==> src/rtl/hamming_pkg.sv <==
// Shared definitions for the Hamming SECDED decoder: bit positions, FSM states
// and the codeword field helpers.
package hamming_pkg;

  localparam int P16 = 0;
  localparam int P1  = 1;
  localparam int P2  = 2;
  localparam int P4  = 4;
  localparam int P8  = 8;

  typedef enum logic [2:0] {
    S_IDLE  = 3'd0,
    S_RD_LO = 3'd1,
    S_RD_HI = 3'd2,
    S_CAP   = 3'd3,
    S_DEC   = 3'd4,
    S_WR_LO = 3'd5,
    S_WR_HI = 3'd6,
    S_DONE  = 3'd7
  } state_e;

  function automatic logic [10:0] extract_data(input logic [15:0] cw);
    return {cw[15:9], cw[7:5], cw[3]};
  endfunction

  // XOR of the Hamming positions of all set bits; bit 0 (P16) is not a position.
  function automatic logic [3:0] syndrome(input logic [15:0] cw);
    logic [3:0] syn;
    syn = 4'd0;
    for (int k = 1; k < 16; k++) begin
      if (cw[k]) begin
        syn = syn ^ 4'(k);
      end
    end
    return syn;
  endfunction

  function automatic logic overall_parity(input logic [15:0] cw);
    return ^cw;
  endfunction

endpackage

==> src/rtl/hamming_secded_dec_if.sv <==
// Start/done handshake plus the byte-wide data-memory port and error counters.
interface hamming_secded_dec_if #(
  parameter int ADDR_W = 8,
  parameter int CNT_W  = 5
);
  logic              start;
  logic              done;
  logic [ADDR_W-1:0] mem_addr;
  logic [7:0]        mem_rd_data;
  logic              mem_wr_en;
  logic [7:0]        mem_wr_data;
  logic [CNT_W-1:0]  single_cnt;
  logic [CNT_W-1:0]  double_cnt;

  modport master (
    input  start, mem_rd_data,
    output done, mem_addr, mem_wr_en, mem_wr_data, single_cnt, double_cnt
  );

  modport slave (
    output start, mem_rd_data,
    input  done, mem_addr, mem_wr_en, mem_wr_data, single_cnt, double_cnt
  );
endinterface

==> src/rtl/hamming_secded_core.sv <==
// Combinational SECDED decode of one 16-bit codeword into a 16-bit result word.
module hamming_secded_core
  import hamming_pkg::*;
(
  input  logic [15:0] codeword,
  output logic [15:0] result,
  output logic        single_err,
  output logic        double_err
);

  logic [3:0]  w_syn;
  logic        w_par;
  logic [15:0] w_fixed;

  // Classify the codeword and build the result; syndrome 0 with bad parity means p16 flipped.
  always_comb begin
    w_syn      = syndrome(codeword);
    w_par      = overall_parity(codeword);
    w_fixed    = codeword ^ (16'h0001 << w_syn);
    single_err = 1'b0;
    double_err = 1'b0;
    result     = 16'h0000;
    if (w_par) begin
      single_err = 1'b1;
      result     = {5'b00000, extract_data(w_fixed)};
    end else if (w_syn != 4'd0) begin
      double_err = 1'b1;
      result     = {1'b1, 4'b0000, extract_data(codeword)};
    end else begin
      result     = {5'b00000, extract_data(codeword)};
    end
  end

endmodule

==> src/rtl/hamming_secded_dec.sv <==
// Memory-walking SECDED decoder: reads NUM_WORDS codewords, writes decoded
// payloads, counts corrected and double-error words.
module hamming_secded_dec
  import hamming_pkg::*;
#(
  parameter int SRC_BASE  = 64,
  parameter int DST_BASE  = 94,
  parameter int NUM_WORDS = 15,
  parameter int ADDR_W    = 8,
  parameter int CNT_W     = 5
) (
  input  logic                 CLK,
  input  logic                 reset_n,
  hamming_secded_dec_if.master bus
);

  state_e            r_state;
  state_e            w_state_nxt;
  logic [CNT_W-1:0]  r_idx;
  logic [CNT_W-1:0]  w_idx_nxt;
  logic              w_clear;
  logic [15:0]       r_code;
  logic [15:0]       r_result;
  logic [CNT_W-1:0]  r_single;
  logic [CNT_W-1:0]  r_double;
  logic [ADDR_W-1:0] r_addr;
  logic              r_wr_en;
  logic [7:0]        r_wr_data;
  logic              r_done;
  logic [ADDR_W-1:0] w_addr_nxt;
  logic              w_wr_en_nxt;
  logic [7:0]        w_wr_data_nxt;
  logic              w_done_nxt;
  logic [ADDR_W-1:0] w_src_addr;
  logic [ADDR_W-1:0] w_dst_addr;
  logic [15:0]       w_core_result;
  logic              w_single_err;
  logic              w_double_err;

  hamming_secded_core u_core (
    .codeword   (r_code),
    .result     (w_core_result),
    .single_err (w_single_err),
    .double_err (w_double_err)
  );

  // Next-state and word-index sequencing; start is only honoured from IDLE or DONE.
  always_comb begin
    w_state_nxt = r_state;
    w_idx_nxt   = r_idx;
    w_clear     = 1'b0;
    case (r_state)
      S_IDLE, S_DONE: begin
        if (bus.start) begin
          w_state_nxt = S_RD_LO;
          w_idx_nxt   = {CNT_W{1'b0}};
          w_clear     = 1'b1;
        end else begin
          w_state_nxt = r_state;
        end
      end
      S_RD_LO: w_state_nxt = S_RD_HI;
      S_RD_HI: w_state_nxt = S_CAP;
      S_CAP:   w_state_nxt = S_DEC;
      S_DEC:   w_state_nxt = S_WR_LO;
      S_WR_LO: w_state_nxt = S_WR_HI;
      S_WR_HI: begin
        if (r_idx == CNT_W'(NUM_WORDS - 1)) begin
          w_state_nxt = S_DONE;
        end else begin
          w_state_nxt = S_RD_LO;
          w_idx_nxt   = r_idx + CNT_W'(1);
        end
      end
      default: w_state_nxt = S_IDLE;
    endcase
  end

  // Memory-port values for the state being entered, so the port is registered yet state-aligned.
  always_comb begin
    w_src_addr    = ADDR_W'(SRC_BASE) + ADDR_W'({w_idx_nxt, 1'b0});
    w_dst_addr    = ADDR_W'(DST_BASE) + ADDR_W'({w_idx_nxt, 1'b0});
    w_addr_nxt    = {ADDR_W{1'b0}};
    w_wr_en_nxt   = 1'b0;
    w_wr_data_nxt = 8'h00;
    w_done_nxt    = 1'b0;
    case (w_state_nxt)
      S_RD_LO: w_addr_nxt = w_src_addr;
      S_RD_HI: w_addr_nxt = w_src_addr + ADDR_W'(1);
      S_WR_LO: begin
        w_addr_nxt    = w_dst_addr;
        w_wr_en_nxt   = 1'b1;
        w_wr_data_nxt = w_core_result[7:0];
      end
      S_WR_HI: begin
        w_addr_nxt    = w_dst_addr + ADDR_W'(1);
        w_wr_en_nxt   = 1'b1;
        w_wr_data_nxt = r_result[15:8];
      end
      S_DONE:  w_done_nxt = 1'b1;
      default: w_addr_nxt = {ADDR_W{1'b0}};
    endcase
  end

  // State, datapath capture, counters and registered memory-port outputs.
  always_ff @(posedge CLK or negedge reset_n) begin
    if (!reset_n) begin
      r_state   <= S_IDLE;
      r_idx     <= {CNT_W{1'b0}};
      r_code    <= 16'h0000;
      r_result  <= 16'h0000;
      r_single  <= {CNT_W{1'b0}};
      r_double  <= {CNT_W{1'b0}};
      r_addr    <= {ADDR_W{1'b0}};
      r_wr_en   <= 1'b0;
      r_wr_data <= 8'h00;
      r_done    <= 1'b0;
    end else begin
      r_state   <= w_state_nxt;
      r_idx     <= w_idx_nxt;
      r_addr    <= w_addr_nxt;
      r_wr_en   <= w_wr_en_nxt;
      r_wr_data <= w_wr_data_nxt;
      r_done    <= w_done_nxt;
      if (r_state == S_RD_HI) begin
        r_code[7:0] <= bus.mem_rd_data;
      end
      if (r_state == S_CAP) begin
        r_code[15:8] <= bus.mem_rd_data;
      end
      if (w_clear) begin
        r_single <= {CNT_W{1'b0}};
        r_double <= {CNT_W{1'b0}};
      end else if (r_state == S_DEC) begin
        r_result <= w_core_result;
        if (w_single_err) begin
          r_single <= r_single + CNT_W'(1);
        end
        if (w_double_err) begin
          r_double <= r_double + CNT_W'(1);
        end
      end
    end
  end

  assign bus.done        = r_done;
  assign bus.mem_addr    = r_addr;
  assign bus.mem_wr_en   = r_wr_en;
  assign bus.mem_wr_data = r_wr_data;
  assign bus.single_cnt  = r_single;
  assign bus.double_cnt  = r_double;

endmodule

==> src/flat_wrapper.sv <==
// flat-port wrapper written by rule: the top's interface ports become plain ports
module hamming_secded_dec_flat import hamming_pkg::*;
#(
  parameter int SRC_BASE  = 64,
  parameter int DST_BASE  = 94,
  parameter int NUM_WORDS = 15,
  parameter int ADDR_W    = 8,
  parameter int CNT_W     = 5
)
  (CLK, reset_n, bus_start, bus_mem_rd_data, bus_done, bus_mem_addr, bus_mem_wr_en, bus_mem_wr_data, bus_single_cnt, bus_double_cnt);
  hamming_secded_dec_if #(.ADDR_W(ADDR_W), .CNT_W(CNT_W)) bus_i ();
  input  logic CLK;
  input  logic reset_n;
  input wire logic [$bits(bus_i.start)-1:0] bus_start;
  input wire logic [$bits(bus_i.mem_rd_data)-1:0] bus_mem_rd_data;
  output wire logic [$bits(bus_i.done)-1:0] bus_done;
  output wire logic [$bits(bus_i.mem_addr)-1:0] bus_mem_addr;
  output wire logic [$bits(bus_i.mem_wr_en)-1:0] bus_mem_wr_en;
  output wire logic [$bits(bus_i.mem_wr_data)-1:0] bus_mem_wr_data;
  output wire logic [$bits(bus_i.single_cnt)-1:0] bus_single_cnt;
  output wire logic [$bits(bus_i.double_cnt)-1:0] bus_double_cnt;
  assign bus_i.start = bus_start;
  assign bus_i.mem_rd_data = bus_mem_rd_data;
  assign bus_done = bus_i.done;
  assign bus_mem_addr = bus_i.mem_addr;
  assign bus_mem_wr_en = bus_i.mem_wr_en;
  assign bus_mem_wr_data = bus_i.mem_wr_data;
  assign bus_single_cnt = bus_i.single_cnt;
  assign bus_double_cnt = bus_i.double_cnt;
  hamming_secded_dec #(.SRC_BASE(SRC_BASE), .DST_BASE(DST_BASE), .NUM_WORDS(NUM_WORDS), .ADDR_W(ADDR_W), .CNT_W(CNT_W)) u_core (.CLK(CLK), .reset_n(reset_n), .bus(bus_i));
endmodule
==> config.mk <==
export PLATFORM = sky130hd
export DESIGN_NAME = hamming_secded_dec_flat
export DESIGN_NICKNAME = d
export VERILOG_FILES = /design/src/rtl/hamming_pkg.sv /design/src/rtl/hamming_secded_dec_if.sv /design/src/rtl/hamming_secded_core.sv /design/src/rtl/hamming_secded_dec.sv /design/src/flat_wrapper.sv
export SDC_FILE = /design/constraint.sdc
export NUM_CORES = 1
export LEC_CHECK = 0
export ABC_CLOCK_PERIOD_IN_PS = 3100
export CAP_MARGIN = 20
export CORE_ASPECT_RATIO = 0.9
export CORE_MARGIN = 4
export CORE_UTILIZATION = 45
export DETAILED_ROUTE_END_ITERATION = 6
export GPL_TIMING_DRIVEN = 0
export PLACE_DENSITY_LB_ADDON = 0.05
export SLEW_MARGIN = 0
export SYNTH_ARGS = -nofsm -noshare
export SYNTH_HDL_FRONTEND = slang
export SYNTH_HIERARCHICAL = 1
export SYNTH_SLANG_ARGS = --single-unit
export TNS_END_PERCENT = 10
==> constraint.sdc <==
create_clock -name CLK -period 3.1 [get_ports CLK]
set_clock_uncertainty 0.05 [all_clocks]
set_input_delay 0.62 -clock CLK [delete_from_list [all_inputs] [get_ports CLK]]
set_output_delay 0.62 -clock CLK [all_outputs]
set_load 0.02 [all_outputs]
* Word-level counts from Yosys, hierarchy flattened
Index checks and enable logic that the tools add are counted. Widths: inputs -> output; s select.
Word-level totals: bits in registers 68, bits of input ports 11, logic and storage cells 97
Operators by class: $add $sub $neg 7, equal/unequal tests 13, shift-type cells 1, multiplexer cells 38, bitwise gates (word level) 16, reduce and logical (&&, ||, !) cells 11
Operator list (number):
- $mux 5 | 8
- $mux 16 | 2
- $mux 4 | 8
- $pmux 8 s4 | 1
- $eq 3x3->1 const B | 7
- $pmux 3 s7 | 1
- $mux 3 | 6
- $add 7x6->8 const A | 2
- $add 8x1->8 const B | 2
- $pmux 8 s2 | 1
- $reduce_xor 16->1 | 1
- $shl 1x4->16 const A | 1
- $xor 16x16->16 | 1
- $add 5x1->5 const B | 3
- $not 2->2 | 6
- $not 3->3 | 4
- $pmux 5 s2 | 1
- $eq 3x2->1 const B | 3
- $mux 1 | 8
- $eq 3x1->1 const B | 2
- $reduce_and 2->1 | 3
- $reduce_bool 2->1 | 3
- $eq 5x4->1 const B | 1
- $mux 2 | 2
- 6 further kinds | 9

* Depth between registers and ports, before layout
depth in word-level cells 32, depth in mapped cells 11, gate-level depth less buffers 10

* By module
The synthesis kept the hierarchy.
By module, submodules not included:
- hamming_secded_dec | times used 1, cells an instance 220, area an instance 2697.6 um^2, sequential area each 1501.4 um^2
- hamming_secded_core | times used 1, cells an instance 89, area an instance 763.2 um^2, sequential area each 0.0 um^2

* Worst setup path before layout
OpenSTA, ideal clock, no wires.
path type register to register, start register u_core.r_code[5], end register u_core.r_double[3], in the netlist u_core/bus.double_cnt[3], arrival time 2239 ps, required time 2918 ps, path slack 679 ps, stages on the path, launching flop included 12, path through dfrtp_1 xnor3_1 xnor2_4 nand2b_1 mux2i_4 nor2_1 a211o_1 and2_1 buf_2 nand4_1 xor2_1 nor2_1
On the way: longest elaborated chain between the ends 22, elaborated cells between the ends (all ways) 25, classes of those cells mux: 13; bitwise: 8; reduce/logical: 4
RTL lines:
- from (decl) | RTL line hamming_secded_dec.sv:22 | logic [15:0] r_code;
- from (signal assigned) | RTL line hamming_secded_dec.sv:126 | r_code[7:0] <= bus.mem_rd_data;
- $mux 3 | RTL line hamming_pkg.sv:31 | if (cw[k]) begin
- $not 2->2 (no source line)
- $mux 3 | RTL line hamming_pkg.sv:31
- $not 3->3 (no source line)
- $mux 3 | RTL line hamming_pkg.sv:31
- $mux 4 (4 in series) | RTL line hamming_pkg.sv:31
- $not 2->2 (no source line)
- $mux 4 | RTL line hamming_pkg.sv:31
- [... 4 more ...]
- $not 4->4 (no source line)
- $mux 4 | RTL line hamming_pkg.sv:31
- $reduce_bool 4->1 | RTL line hamming_secded_core.sv:26 | end else if (w_syn != 4'd0) begin
- $mux 1 | RTL line hamming_secded_core.sv:26
- $mux 1 (*) | RTL line hamming_secded_core.sv:23 | if (w_par) begin
- net u_core.w_double_err | RTL line hamming_secded_dec.sv:38 | logic w_double_err;
- $reduce_bool 2->1 (no source line) (*)
- $reduce_and 2->1 (no source line) (*)
- to (signal assigned) | RTL line hamming_secded_dec.sv:113 | r_double <= {CNT_W{1'b0}};
- to (signal assigned) | RTL line hamming_secded_dec.sv:133 | r_double <= {CNT_W{1'b0}};
- to (signal assigned) | RTL line hamming_secded_dec.sv:140 | r_double <= r_double + CNT_W'(1);
- to (decl) | RTL line hamming_secded_dec.sv:25 | logic [CNT_W-1:0] r_double;
The timed path passes the listed nets; every way through them passes the cells marked *. A chain may end at the register's enable or synchronous reset.

* Worst setup path after layout
start register u_core.r_code[6], end register u_core.r_double[3], in the netlist u_core/bus.double_cnt[3]
On the way: longest elaborated chain between the ends 20, elaborated cells between the ends (all ways) 23, classes of those cells mux: 12; bitwise: 7; reduce/logical: 4
RTL lines (RTL line):
- $mux 3 | hamming_pkg.sv:31
- $not 3->3 (no source line)
- $mux 3 | hamming_pkg.sv:31
- $mux 4 (2 in series) | hamming_pkg.sv:31
- $not 2->2 (no source line) or $mux 4 (tied branches)
- $mux 4 | hamming_pkg.sv:31
- $not 3->3 (no source line) or $not 2->2 (tied branches)
- $mux 4 | hamming_pkg.sv:31
- [... 4 more ...]
- $not 4->4 (no source line)
- $mux 4 | hamming_pkg.sv:31
- $reduce_bool 4->1 | hamming_secded_core.sv:26
- $mux 1 | hamming_secded_core.sv:26
- $mux 1 (*) | hamming_secded_core.sv:23
- net u_core.w_double_err | hamming_secded_dec.sv:38
- $reduce_bool 2->1 (no source line) (*)
- $reduce_and 2->1 (no source line) (*)
Marked as above.

==> impl_metrics.json <==
{
  "clk_latency_ns": 0.33,
  "timing.slew.headroom_pct": 57.1,
  "power.leakage_uw": 0.00175,
  "grt_max_degree": 35,
  "worstPathRequired_ns": 3.26,
  "synth_top_cell_area_share_pct": 43.4,
  "holdCritPathClass": "in -> async",
  "dpl.hpwl_um": 5010,
  "first_global_vias": 2295,
  "ios": 39,
  "final_net_count": 378,
  "setup-tns-final_ns": 0,
  "grt_use_total_pct": 15.8,
  "gp_congestion": 0.807,
  "h-tree-depth": 3,
  "antenna_cells": 0,
  "cp_max_fo": 7,
  "synth_edf_count": 0,
  "rsz0062_at_grt": "no",
  "outcome": "finished clean",
  "drcViolationCount": 0,
  "yosysSeqAreaShare_pct": 43.4,
  "synthesis.area_um2": 3460,
  "io_buffers": 38,
  "synthFlopType": "dfrtp_1",
  "cts-hold-fix-buffers": 0,
  "slew_violations": 0,
  "grt_pass1_wl_um": 11400,
  "drt_iter0_drc": 64,
  "tightest_slew_ns": 0.643,
  "yosys_warnings": 6,
  "cts_tree": "built",
  "hold_viol_final": 0,
  "cts.sinks": 60,
  "clockBufferDepth": 2,
  "routed_via_density": 5.17,
  "fmaxAchievable_mhz": 366,
  "mostFrequentLayoutCell": "dfrtp_1",
  "row_count": 30,
  "numCtsBuffers": 9,
  "synth_cells": 309,
  "avgRoutedWirePerCell_um": 14.5,
  "vias": 2393,
  "fin_cells": 463,
  "avgSynthCellArea_um2": 11.2,
  "path_clk_slew_ns": 0.07,
  "ctsResizeCount": 0,
  "synth_area_leader_cell": "dfrtp_1",
  "min_period_over_period_pct": 88.2,
  "ys_types": 57,
  "fin_util_pct": 55.9,
  "final_cell_mix": "dfrtp_1 (60), clkdlybuf4s50_1 (37), nor2_1 (25), nand2_1 (25), mux2_2 (25)",
  "async_flop_share_pct": 100,
  "synthTopCellsByArea": "dfrtp_1 (43%), mux2_2 (8.1%), xnor2_1 (4.8%), mux2i_1 (3.5%), xor2_1 (3.3%)",
  "die_area_um2": 9160,
  "setup_violations": 0,
  "end_kind": "register",
  "initial_utilization_pct": 46.1,
  "first_pass_iters": 4,
  "final_antenna_net_count": 0,
  "core_um2": 7510,
  "critPathArrivalTime_ns": 2.89,
  "vdd_ir_drop_max_mv": 0.251,
  "dp_cells": 447,
  "wirelength_um": 6700,
  "synth_seq_cells": 60,
  "cp-start-kind": "register",
  "antenna_found_initial": 0,
  "drv_cap": 0,
  "finalCriticalPeriod_ns": 2.73,
  "power_density_nw_per_um2": 596,
  "layout-drive-gt1-share_pct": 22.1,
  "overflow": 0,
  "post_cts_buffers": 0,
  "root_buffer": "clkbuf_8",
  "die_y_um": 91.2,
  "areaGrowthSynthToFinish_pct": 21.3,
  "fin_hold_ws_ns": 0.253,
  "die_x_um": 100,
  "path_class": "reg -> reg"
}
==> report_power, final <==
part	switching (uW)	leakage, uW	internal, uW
sequential	101	0.000694	897
combinational	384	0.000951	381
clock	323	0.000102	416
total	807	0.00175	1690
==> cell type report <==
class,instances,area (um^2)
fill,670,3310
multi-input combinational,226,1830
sequential,60,1500
timing repair buffer,39,395
clock buffer,11,151
tap,96,120
buffer,18,106
clock inverter,5,58.8
inverter,8,30.0
==> worst paths after layout <==
path                               startpoint                   endpoint  slack [ns]  cells past startpoint
max                          u_core/r_code[6]   u_core/bus.double_cnt[3]        0.37                     11
min                                   reset_n            u_core/r_idx[2]        0.25                      1
max reg2reg                  u_core/r_code[6]   u_core/bus.double_cnt[3]        0.37                     11
min reg2reg                u_core/r_result[8]         u_core/r_result[8]        0.46                      1
max in group asynchronous             reset_n  u_core/bus.mem_wr_data[2]        2.14                      2
min in group CLK           u_core/r_result[8]         u_core/r_result[8]        0.46                      1
==> synth_stat cells, types with 2 or more instances <==
cell type and number:
nor3_1 5, o22ai_1 4, a21o_1 2, mux2_2 25, buf_4 6, o21ai_2 2
xor2_1 13, ha_1 5, a21oi_1 6, nand3_1 8, nand4_1 10, o21ai_0 4
dfrtp_1 60, nor2_1 25, and2_1 4, mux2i_4 2, a22o_1 2, a31oi_1 2
nand2b_1 4, buf_2 7, mux2i_1 12, o22ai_2 4, inv_1 8, o21bai_1 2
nand2_1 25, and4_1 2, xnor2_2 2, xnor2_1 19, clkbuf_1 4, nor2b_1 3
xnor3_1 3, o22a_1 3, xnor2_4 2
==> metal layers <==
metal	track usage [%]	part of all wire [%]	vias to the layer above
met5	0	0	-
met2	22.8	44	57
met3	3.92	5.3	10
met4	5.27	1.4	0
met1	23.0	49	1145
li1	-	-	1181
==> critical path, cell delays in order (launching register included) <==
cell,delay (ns)
dfrtp_1,0.46
xnor3_1,0.47
xnor2_2,0.34
nand2b_1,0.15
mux2i_4,0.18
nor2_1,0.07
a211o_1,0.29
and2_1,0.14
buf_2,0.15
nand4_1,0.10
xor2_1,0.16
nor2_1,0.05
==> kinds of logic (layout without fill, tap and decap cells) <==
kind of cell,Yosys count,after routing,share of synthesized area [%]
AO/OA/AOI/OAI,38,38,8.93
multiplexers,40,40,13.3
XOR/XNOR,40,40,13.1
buffers and inverters,26,81,3.94
AND/OR/NAND/NOR,99,99,15.4
other,1,4,0.108
flip-flops,60,60,43.4
adder cells (fa/ha/maj),5,5,1.81
==> sequential cells by signal, summed over array words and instances (netlist names), 3 cells and up <==
signal / flops
u_core/bus.single_cnt: 5
u_core/bus.mem_addr: 8
u_core/r_state: 3
u_core/bus.mem_wr_data: 8
u_core/r_result: 8
u_core/r_code: 16
u_core/bus.double_cnt: 5
u_core/r_idx: 5
==> stage by stage <==
stage          instance area [um^2]  power [uW]  setup slack, ns
3_5_place_dp                   3990        1790            0.331
4_1_cts                        4200        2540            0.382
5_1_grt                        4200        2660            0.212
3_3_place_gp                   3970        1770           -0.636
2_1_floorplan                  3470        1500            0.679
6_report                       4200        2500            0.367
No activity file was read; power rests on OpenSTA's default activity.
==> edit 1: new RTL, config.mk and constraints unchanged <==
Make the reset (`reset_n`) synchronous in one clocked block.
--- a/src/rtl/hamming_secded_dec.sv
+++ b/src/rtl/hamming_secded_dec.sv
@@ -105,3 +105,3 @@
   // State, datapath capture, counters and registered memory-port outputs.
-  always_ff @(posedge CLK or negedge reset_n) begin
+  always_ff @(posedge CLK) begin
     if (!reset_n) begin
Function: differs if reset_n is asserted again (counterexample within 4 cycles, from zero or initial values and one cycle with reset_n low); with reset_n held inactive, the same outputs for 10 cycles.
==> edit 1 against the unedited design <==
- total power fell by 15%
- count of clock-buffer cells in the layout rose by 1
- clock power rose by 19%
- design area fell by 3.3%
- sequential cell count did not move
- maximum frequency fell by 1.4%
- synthesized cell count rose by 17%
- worst setup slack got worse by 0.040 ns
- combinational power fell by 42%
- non-clock buffer count rose by 2
- wire length fell by 0.76%
- die area fell by 4.0%
- area after synthesis fell by 4.3%
==> edit 1: results (changes against the unedited design) <==
** GRT
- The number of global-route vias before repair is 2390 (was 2295).
- The total global-route track usage is 16.2% (was 15.8%).
- The global-route wire length before repair was 11400 um (about the same).

** Power and ir drop
- The worst vdd rail ir drop is 0.311 mV (was 0.251 mV).
- Reported leakage power :: 1.54 nW (was 1.75 nW)

** Min path
- Hold crit path type :: reg2reg (was in2async)

** Worst setup path
- Slowest stage delay, CP :: 0.55 ns (was 0.47 ns)
- Critical path fanouts, max :: 8 (was 7)
- Worst reg2reg setup slack :: 0.33 ns (was 0.37 ns)
- The source of the worst register-to-register timing path was u_core/r_code[7]$_SDFFE_PN0N_ (was u_core/r_code[6]$_DFFE_PN0N_).
- The signal arrival time at the worst endpoint is 2.94 ns (was 2.89 ns).
- Slowest stage cell on the critical path :: sky130_fd_sc_hd__dfxtp_1 (was sky130_fd_sc_hd__xnor3_1)

** Placement
- The post-place instance area came to 0.00381 mm2 (was 0.00399 mm2).
- The post-placement cell count is 493 (was 447).
- The number of buffer cells added on primary ports is 37 (was 38).
- DP Wirelength :: 4900 um (was 5010 um)

** Cells and area
- Number of filler cells placed in the layout :: 673 (was 670)
- The filler-free cell count of the finished design is 509 (was 463).
- Area occupied by multi-input gates :: 0.00199 mm2 (was 0.00183 mm2)
- Fraction of final layout cells sized beyond drive strength 1 :: 12.3% (was 22.1%)

** Yosys
- Main area contributors after synthesis: sky130_fd_sc_hd__dfxtp_1 36%, sky130_fd_sc_hd__mux2i_1 7.9%, sky130_fd_sc_hd__nand2_1 5.4%, sky130_fd_sc_hd__xnor2_1 5.3%, sky130_fd_sc_hd__nor2b_1 4.3% (was sky130_fd_sc_hd__dfrtp_1 43%, sky130_fd_sc_hd__mux2_2 8.1%, sky130_fd_sc_hd__xnor2_1 4.8%, sky130_fd_sc_hd__mux2i_1 3.5%, sky130_fd_sc_hd__xor2_1 3.3%).
- The post-synthesis async set-or-reset flop share came to 0% (was 100%).
- The post-synthesis average cell area came to 9.20 um2 (was 11.2 um2).
- Area fraction in compound gates after synthesis :: 10.8% (was 8.93%)
- The area share of xor/xnor cells in the synthesized design came to 14.2% (was 13.1%).
- The most common flop cell mapped by yosys was sky130_fd_sc_hd__dfxtp_1 (was sky130_fd_sc_hd__dfrtp_1).

** Run status
- Outcome: finished clean (unchanged).

** Route
- The overall via count from detail_route was 2552 (was 2393).
- The wire length reported by the detailed router came to 6650 um (was 6700 um).
## edit 1: how the worst max path moves through the flow
stage | end | slack [ns] | cells after the start | startpoint
2_1_floorplan | u_core/bus.double_cnt[3]$_SDFFE_PP0P_ | 0.66 | 11 | u_core/r_code[1]$_SDFFE_PN0N_
3_3_place_gp | u_core/bus.mem_addr[5]$_SDFF_PN0_ | 0.03 | 10 | bus_start
3_5_place_dp | u_core/bus.mem_addr[5]$_SDFF_PN0_ | 0.03 | 10 | bus_start
4_1_cts | u_core/bus.double_cnt[3]$_SDFFE_PP0P_ | 0.36 | 11 | u_core/r_code[6]$_SDFFE_PN0N_
5_1_grt | u_core/bus.double_cnt[4]$_SDFFE_PP0P_ | 0.15 | 11 | u_core/r_code[7]$_SDFFE_PN0N_
6_report | u_core/bus.double_cnt[3]$_SDFFE_PP0P_ | 0.33 | 11 | u_core/r_code[7]$_SDFFE_PN0N_
## edit 1: report_power, final
group	switching (mW)	total, mW	internal, mW
Combinational	0.240	0.441	0.201
Clock	0.305	0.882	0.577
Sequential	0.0193	0.809	0.790
Total	0.564	2.13	1.57
## edit 1: metal layers
layer  GRT usage [%]  share of wire [%]  vias to the layer above  wire length, um
met3            5.38                6.2                        7              414
met2            25.6                 43                       61             2840
li1                -                  -                     1311                -
met1            21.3                 50                     1173             3350
met4            5.09               0.69                        0               46
met5               0                  0                        -                0
## edit 1: cell type report
| type | count | share of cell area, % |
|---|---|---|
| buffer | 22 | 2.87 |
| sequential | 60 | 29.6 |
| tap | 93 | 2.87 |
| timing repair buffer | 37 | 9.12 |
| multi-input combinational | 277 | 49.0 |
| clock inverter | 4 | 2.34 |
| clock buffer | 12 | 3.82 |
| inverter | 4 | 0.370 |
==> edit 2: new RTL, same flow settings <==
Without the edit above. `CNT_W` is set to 5 in 3 places; all go to 10.
--- a/src/rtl/hamming_secded_dec_if.sv
+++ b/src/rtl/hamming_secded_dec_if.sv
@@ -3,3 +3,3 @@
   parameter int ADDR_W = 8,
-  parameter int CNT_W  = 5
+  parameter int CNT_W  = 10
 );
--- a/src/rtl/hamming_secded_dec.sv
+++ b/src/rtl/hamming_secded_dec.sv
@@ -9,3 +9,3 @@
   parameter int ADDR_W    = 8,
-  parameter int CNT_W     = 5
+  parameter int CNT_W     = 10
 ) (
--- a/src/flat_wrapper.sv
+++ b/src/flat_wrapper.sv
@@ -7,3 +7,3 @@
   parameter int ADDR_W    = 8,
-  parameter int CNT_W     = 5
+  parameter int CNT_W     = 10
 )
Interface: changed (resized bus_double_cnt and bus_single_cnt); port bits go from 39 to 49. The function was not compared with the original's and may differ.
==> edit 2 against the unedited design <==
- non-clock buffer count up 11
- worst setup slack worse by 0.26 ns
- wire length up 30%
- sequential cell count up 15
- design area up 24%
- area after synthesis up 23%
- critical endpoint is now u_core/bus.mem_addr[7]$_DFF_PN0_
- highest routed layer unchanged
Power is left out: the tool's default activity adds up to more than one toggle a clock period on the data nets, which glitch-free logic cannot reach.
==> edit 2: results (changes against the unedited design) <==
** Run status
- Outcome: finished clean (unchanged).

** Worst setup path
- The source of the worst register-to-register timing path was u_core/r_idx[7]$_DFFE_PN0P_ (was u_core/r_code[6]$_DFFE_PN0N_).
- Critical path fanouts, max :: 5 (was 7)
- Critical path startpoint :: u_core/r_idx[7]$_DFFE_PN0P_ (was u_core/r_code[6]$_DFFE_PN0N_)
- The signal arrival time at the worst endpoint came to 3.17 ns (was 2.89 ns).
- The number of cell instances on the worst register-to-register path is 10 (was 11).
- The capture point of the worst reg-to-reg path was u_core/bus.mem_addr[7]$_DFF_PN0_ (was u_core/bus.double_cnt[3]$_DFFE_PN0P_).

** Route
- The routed length on met2 was 3740 um (was 2930 um).
- Violation count after the first detailed-routing iteration :: 141 (was 64)
- The total met3 wirelength after detailed routing is 421 um (was 358 um).
- Metal1 wirelength :: 4440 um (was 3320 um)
- The top routing layer in use was met4 (unchanged).
- The overall via count from detail_route was 3105 (was 2393).

** Yosys
- Main area contributors after synthesis: sky130_fd_sc_hd__dfrtp_1 44%, sky130_fd_sc_hd__mux2_2 6.6%, sky130_fd_sc_hd__xnor2_1 5.8%, sky130_fd_sc_hd__nor2_1 4.2%, sky130_fd_sc_hd__xor2_1 3.5% (was sky130_fd_sc_hd__dfrtp_1 43%, sky130_fd_sc_hd__mux2_2 8.1%, sky130_fd_sc_hd__xnor2_1 4.8%, sky130_fd_sc_hd__mux2i_1 3.5%, sky130_fd_sc_hd__xor2_1 3.3%).
- Distinct cell type count of the synthesized netlist :: 64 (was 57)

** GRT
- The largest net degree at the start of global routing is 56 (was 35).
- The number of global-route vias before repair was 2989 (was 2295).
- First-pass GRT wire length :: 15000 um (was 11400 um)
- Met2 routing resource usage after global routing :: 25.6% (was 22.8%)
- The met1 usage in global routing was 25.2% (was 23.0%).
- The total global-route track usage came to 17.4% (was 15.8%).
- Global-route track usage on met3 :: 4.89% (was 3.92%)
- The number of antenna violations at the first check in global routing is 0 (unchanged).

** Clock network
- Skew-Pair Late Insertion Delay :: 0.35 ns (was 0.33 ns)
- Post-CTS Resized :: 5 (was 0)

** Placement
- # placed instances :: 581 (was 447)
- The detailed placement HPWL was 6370 um (was 5010 um).
- The number of buffer cells added on primary ports came to 48 (was 38).
- Placer Congestion :: 0.853 (was 0.807)

** Cells and area
- The filler-free cell count of the finished design came to 594 (was 463).
- Fraction of final layout cells sized beyond drive strength 1 :: 19.5% (was 22.1%)
- Fin nets :: 488 (was 378)

** STA
- The relative slew slack came to 50.4% (was 57.1%).
-- edit 2: cells by family (layout without fill, tap and decap cells) --
logic type                 after synthesis  count (layout)  share of synthesized area, %
AOI/OAI and AO/OA                       66              66                          11.8
other                                    1               4                        0.0884
adders and majority gates                8               8                          2.36
muxes                                   31              31                          8.67
and+or+nand+nor                        139             139                          16.1
xor gates and xnor gates                53              53                          13.3
buffers and inverters                   33              96                          3.45
DFF                                     75              75                          44.2
-- edit 2: cell type report --
class,instances,area [um2]
flip-flops and latches,75,1880
fillers,818,3960
clock inverters,5,80.1
clock buffers,9,124
well taps,122,153
multi-input cells,301,2320
inverters,14,52.6
repair buffers,52,520
plain buffers,16,82.6
-- edit 2: metrics by stage --
step / hold slack, ns / setup slack (ns) / area (um2) / util (%)
after global placement: 0.441 / -1.35 / 4890 / 53.3
after CTS: 0.0974 / 0.0247 / 5140 / 56.1
final: 0.110 / 0.110 / 5210 / 56.8
after global routing: 0.104 / -0.00394 / 5210 / 56.8
after detailed placement: 0.448 / -0.596 / 4920 / 53.6
after floorplan: 0.274 / 0.0561 / 4250 / -
-- edit 2: critical path: stages (launching register included) --
cell	delay, ns
sky130_fd_sc_hd__dfrtp_1	0.43
sky130_fd_sc_hd__or4_4	0.56
sky130_fd_sc_hd__or3_4	0.40
sky130_fd_sc_hd__nand2_2	0.10
sky130_fd_sc_hd__o22ai_1	0.11
sky130_fd_sc_hd__inv_1	0.07
sky130_fd_sc_hd__ha_1	0.16
sky130_fd_sc_hd__inv_1	0.07
sky130_fd_sc_hd__or3_1	0.38
sky130_fd_sc_hd__a31oi_2	0.21
sky130_fd_sc_hd__mux2_1	0.33
